File: src/rtl/control_suma.sv
// Keypad-driven two-operand entry controller that launches an external adder and latches its sum.
// Optional macro CLEAR_KEY_EN makes key 0xC a global clear; undefined, 0xC is ignored.
module control_suma #(
    parameter int unsigned MAX_DIGITS = 3
) (
    input  logic        clk,
    input  logic        rst,
    input  logic        key_valid,
    input  logic [3:0]  key_code,
    output logic [11:0] num1,
    output logic [11:0] num2,
    output logic        suma_btn,
    input  logic [12:0] resultado_in,
    output logic [12:0] resultado_out,
    output logic        result_valid,
    output logic        busy
);

    localparam int unsigned OP_W  = 12;
    localparam int unsigned RES_W = 13;
    localparam int unsigned CNT_W = $clog2(MAX_DIGITS + 1);

    typedef enum logic [2:0] {
        ENTER_A = 3'd0,
        ENTER_B = 3'd1,
        PULSE   = 3'd2,
        WAIT    = 3'd3,
        SHOW    = 3'd4
    } state_t;

    state_t             state, state_n;
    logic [OP_W-1:0]    num1_n, num2_n;
    logic [CNT_W-1:0]   cnt_a, cnt_b, cnt_a_n, cnt_b_n;
    logic [RES_W-1:0]   res_n;
    logic               valid_n, suma_n, busy_n;
    logic               is_digit, is_plus, is_eq;

    assign is_digit = key_valid && (key_code < 4'hA);
    assign is_plus  = key_valid && (key_code == 4'hA);
    assign is_eq    = key_valid && (key_code == 4'hB);

    // operand*10 + digit using shifts only
    function automatic logic [OP_W-1:0] append_digit(input logic [OP_W-1:0] op,
                                                     input logic [3:0] d);
        return (op << 3) + (op << 1) + OP_W'(d);
    endfunction

    always_ff @(posedge clk) begin
        if (rst) begin
            state         <= ENTER_A;
            num1          <= '0;
            num2          <= '0;
            cnt_a         <= '0;
            cnt_b         <= '0;
            resultado_out <= '0;
            result_valid  <= 1'b0;
            suma_btn      <= 1'b0;
            busy          <= 1'b0;
        end else begin
            state         <= state_n;
            num1          <= num1_n;
            num2          <= num2_n;
            cnt_a         <= cnt_a_n;
            cnt_b         <= cnt_b_n;
            resultado_out <= res_n;
            result_valid  <= valid_n;
            suma_btn      <= suma_n;
            busy          <= busy_n;
        end
    end

    always_comb begin
        state_n = state;
        num1_n  = num1;
        num2_n  = num2;
        cnt_a_n = cnt_a;
        cnt_b_n = cnt_b;
        res_n   = resultado_out;
        valid_n = result_valid;
        suma_n  = 1'b0;

        case (state)
            ENTER_A: begin
                if (is_digit && (cnt_a < CNT_W'(MAX_DIGITS))) begin
                    num1_n  = append_digit(num1, key_code);
                    cnt_a_n = cnt_a + CNT_W'(1);
                end else if (is_plus) begin
                    state_n = ENTER_B;
                end
            end
            ENTER_B: begin
                if (is_digit && (cnt_b < CNT_W'(MAX_DIGITS))) begin
                    num2_n  = append_digit(num2, key_code);
                    cnt_b_n = cnt_b + CNT_W'(1);
                end else if (is_eq) begin
                    state_n = PULSE;
                    suma_n  = 1'b1;
                end
            end
            PULSE: state_n = WAIT;
            // adder output is valid exactly in this cycle
            WAIT: begin
                state_n = SHOW;
                res_n   = resultado_in;
                valid_n = 1'b1;
            end
            SHOW: begin
                if (is_digit) begin
                    state_n = ENTER_A;
                    num1_n  = OP_W'(key_code);
                    num2_n  = '0;
                    cnt_a_n = CNT_W'(1);
                    cnt_b_n = '0;
                    valid_n = 1'b0;
                end
            end
            default: state_n = ENTER_A;
        endcase

`ifdef CLEAR_KEY_EN
        // global clear overrides everything, including a pending capture
        if (key_valid && (key_code == 4'hC)) begin
            state_n = ENTER_A;
            num1_n  = '0;
            num2_n  = '0;
            cnt_a_n = '0;
            cnt_b_n = '0;
            res_n   = '0;
            valid_n = 1'b0;
            suma_n  = 1'b0;
        end
`endif

        busy_n = (state_n == PULSE) || (state_n == WAIT);
    end

endmodule

File: config.mk
export PLATFORM = sky130hd
export DESIGN_NAME = control_suma
export DESIGN_NICKNAME = d
export VERILOG_FILES = /design/src/rtl/control_suma.sv
export SDC_FILE = /design/constraint.sdc
export NUM_CORES = 1
export LEC_CHECK = 0
export CAP_MARGIN = 15
export CORE_MARGIN = 2
export CORE_UTILIZATION = 46
export CTS_CLUSTER_DIAMETER = 50
export DETAILED_ROUTE_END_ITERATION = 8
export PLACE_DENSITY = 0.86
export REMOVE_ABC_BUFFERS = 1
export SYNTH_ARGS = -nofsm -noshare
export SYNTH_HDL_FRONTEND = slang
export SYNTH_SLANG_ARGS = --single-unit
File: constraint.sdc
create_clock -name clk -period 3.1 [get_ports clk]
set_clock_uncertainty 0.2 [all_clocks]
set_input_delay 0.62 -clock clk [delete_from_list [all_inputs] [get_ports clk]]
set_output_delay 0.62 -clock clk [all_outputs]
set_load 0.02 [all_outputs]
==> key figures <==
Clock network
  • CTS Buf Count: 5
  • H-tree levels: 2
  • Clock sink count: 47
  • Clock-pin slew on the worst setup and hold paths: 0.09 ns
  • Cell at the root of the clock tree: sky130_fd_sc_hd__clkbuf_8
  • Hold-fix buffers at CTS: 0
  • Post-CTS setup buffer count: 0
  • CTS max path bufs: 2
  • Insertion delay to the later sink of the worst-skew pair: 0.31 ns
  • TritonCTS clock tree: done

Detailed routing
  • Detailed Route WL: 7.23 mm
  • Starting DRT DRC Count: 193
  • Mean routed wirelength per cell: 14.9 µm
  • Total via count in the routed design: 2753
  • First-pass iteration count of the detailed router: 4
  • Via density per instance: 5.68
  • Detail Route Antenna Nets: 0
  • DRC: 0

STA
  • Crit share post-route: 92.9%
  • Worst slew slack as a fraction of its limit: 52.4%
  • Timing-limited maximum frequency: 347 MHz
  • Post-route minimum period: 2.88 ns
  • Final-report max-slew violation count: 0
  • Final hold vios: 0
  • Setup violators final: 0
  • RSZ-0062 raised after global routing: no
  • Hold Worst Slack: 0.262 ns
  • Worst-Margin Slew: 0.713 ns

Die
  • Placeable core region: 5960 µm²
  • Die H: 82.9 µm
  • Number of placed I/O pins: 60
  • Die Outline Area: 6870 µm²
  • Core Rows: 28
  • Die width: 82.9 µm
  • Starting Density: 48.1%

Setup path
  • Category of the worst setup path capture point: flip-flop
  • Reg2reg end: num1[6]
  • Start of the worst register-to-register path: num1[0]
  • Data required time of the worst path: 3.15 ns
  • Path depth of the worst reg2reg path: 8
  • Crit path DAT: 2.93 ns
  • Startpoint-to-endpoint class of the critical path: in2reg
  • Crit path launch type: input port
  • Flop-to-flop setup slack: 0.45 ns
  • Critical path fanouts, max: 4

Logic synthesis
  • Share of async-settable or async-resettable flops after synthesis: 0%
  • Synthesized-area fraction occupied by and/or/nand/nor cells: 21.9%
  • Avg Inst Size Synth: 8.40 µm²
  • Synth Register Bits: 47
  • Sequential-to-total area share from yosys stat: 32.9%
  • Most area-hungry cell type in the Yosys netlist: sky130_fd_sc_hd__dfxtp_1
  • Main flop type after synthesis: sky130_fd_sc_hd__dfxtp_1
  • Area share of the largest cell type after synthesis: 32.9%
  • Share of cell area taken by muxes after synthesis: 0%
  • Largest cells by area after synthesis: sky130_fd_sc_hd__dfxtp_1 33%, sky130_fd_sc_hd__ha_1 17%, sky130_fd_sc_hd__a21oi_1 6.8%, sky130_fd_sc_hd__nand2_1 6.3%, sky130_fd_sc_hd__nor2_1 3.5%
  • Adder-cell share of the synthesized area: 19.4%
  • Xor/xnor share of the synthesized area: 2.75%
  • Synthesized area: 2860 µm²
  • Compound-gate portion of the synthesized area: 19.4%
  • Top post-synthesis cells by count: 48 x sky130_fd_sc_hd__nand2_1, 47 x sky130_fd_sc_hd__dfxtp_1, 39 x sky130_fd_sc_hd__a21oi_1
  • Largest family of logic cells by synthesized area: simple AND/OR/NAND/NOR gates
  • Synth cell types: 49
  • Synthesized instance count: 341
  • Top-count cell post-synth: sky130_fd_sc_hd__nand2_1
  • Syn. warnings: 0
  • Number of enable flip-flop cells after synthesis: 0

Global routing
  • Number of global-route vias before repair: 2673
  • Initial antenna violation count: 0
  • Largest net degree at the start of global routing: 24
  • Global-route usage over all layers: 20.8%
  • Wire length of the first global-routing pass: 12.0 mm
  • Aggregate global routing overflow: 0

Place
  • Number of I/O port buffers: 59
  • Final estimated routing congestion in global placement: 0.869
  • Detailed-placement wirelength estimate: 5.47 mm

Run status
  • Status: finished, final reports clean

Finish
  • Layout Area Growth over Synthesis: 31.0%
  • Number of nets in the finished design: 471
  • Fraction of layout cells with a size suffix above 1: 8.78%
  • Core occupancy in the finished layout: 63.0%
  • N_diodes: 0

Min path
  • End point of the worst hold path: resultado_out[10]
  • Start point of the worst hold path: resultado_out[10]
  • Worst hold path stage count: 2
  • Type of the most critical hold path: reg2reg

Power and ir drop
  • Largest vdd supply drop: 0.000214 V
  • Power density over the cells: 354 nW/µm²
  • Leakage power of the design: 1.61 nW

Flow run
  • Max-cap viol count: 0
worst max-delay path by stage:
stage / startpoint / to / slack, ns / depth (start not counted)
2_1_floorplan: key_code[3] / num1[6] / 0.14 / 8
3_3_place_gp: key_code[3] / num1[10] / -0.38 / 10
3_5_place_dp: key_code[3] / num1[10] / -0.49 / 10
4_1_cts: key_code[3] / num2[5] / 0.01 / 11
5_1_grt: key_code[2] / num2[6] / 0.04 / 11
6_report: key_code[2] / num2[6] / 0.22 / 11
layer usage:
layer | GRT usage [%] | up-vias | wire [µm]
met5 | 0 | - | 0
met4 | 8.64 | 0 | 162
met3 | 2.68 | 13 | 301
met2 | 36.6 | 78 | 3590
met1 | 25.5 | 1311 | 3180
li1 | - | 1351 | -
final cells by class:
cell class / instances / area [µm²]
clock buffers: 5 / 68.8
clock inverters: 3 / 47.5
fillers: 505 / 2200
inverters: 12 / 45.0
multi-input cells: 269 / 1850
flip-flops and latches: 47 / 941
well taps: 75 / 93.8
repair buffers: 74 / 706
cells in the final DEF, fill, tap and decap left out, types with 4 or more instances in the layout:
cell and n:
sky130_fd_sc_hd__clkdlybuf4s50_1 58, sky130_fd_sc_hd__nand2_1 48, sky130_fd_sc_hd__dfxtp_1 47, sky130_fd_sc_hd__ha_1 38
sky130_fd_sc_hd__a21oi_1 37, sky130_fd_sc_hd__nor2_1 27, sky130_fd_sc_hd__buf_4 15, sky130_fd_sc_hd__nand3_1 13
sky130_fd_sc_hd__o21ai_0 11, sky130_fd_sc_hd__inv_1 10, sky130_fd_sc_hd__nor3_1 8, sky130_fd_sc_hd__a21o_1 8
sky130_fd_sc_hd__nor2b_1 6, sky130_fd_sc_hd__a22oi_1 6, sky130_fd_sc_hd__xor2_1 5, sky130_fd_sc_hd__clkbuf_8 5
sky130_fd_sc_hd__nand2b_1 4, sky130_fd_sc_hd__o21a_1 4, sky130_fd_sc_hd__and3_1 4, sky130_fd_sc_hd__xnor2_1 4
sky130_fd_sc_hd__or3_1 4
registers in the layout, summed over array words and instances (netlist names):
signal and cells:
num2 12, suma_btn 1, resultado_out 13, cnt_b 2
cnt_a 2, busy 1, state 3, result_valid 1
num1 12
logic make-up (layout without fill, tap and decap cells):
logic type	after synthesis	count (layout)
DFF	47	47
buffers and inverters	25	94
AOI/OAI and AO/OA	88	88
adders and majority gates	42	42
xor gates and xnor gates	9	9
and+or+nand+nor	130	130
critical path, cell delays in order:
cell	delay, ns
sky130_fd_sc_hd__clkdlybuf4s50_1	0.44
sky130_fd_sc_hd__buf_4	0.17
sky130_fd_sc_hd__ha_1	0.28
sky130_fd_sc_hd__ha_1	0.16
sky130_fd_sc_hd__inv_1	0.06
sky130_fd_sc_hd__fa_1	0.40
sky130_fd_sc_hd__nor2b_1	0.17
sky130_fd_sc_hd__o21ai_0	0.10
sky130_fd_sc_hd__a2111oi_1	0.36
sky130_fd_sc_hd__a21oi_1	0.07
sky130_fd_sc_hd__nor2_1	0.09
metrics by stage:
stage / instances / instance area (µm²) / total power, mW / setup TNS, ns / worst slack, ns
after CTS: 485 / 3730 / 1.34 / 0 / 0.0111
after detailed placement: 477 / 3600 / 0.867 / -3.68 / -0.487
after global routing: 485 / 3750 / 1.39 / 0 / 0.0365
after floorplan: 328 / 2800 / 0.765 / 0 / 0.143
final: 485 / 3750 / 1.33 / 0 / 0.220
after global placement: 477 / 3600 / 0.859 / -2.87 / -0.378
power by group:
group	internal (mW)	switching (mW)
sequential	0.617	0.0153
combinational	0.110	0.116
clock	0.245	0.226
what timing repair did:
action                                  in CTS  in global routing
pin swaps                                    2                  2
resized for setup                            3                  8
endpoints found under the setup margin       5                  8
No activity file was read; power rests on OpenSTA's default activity.
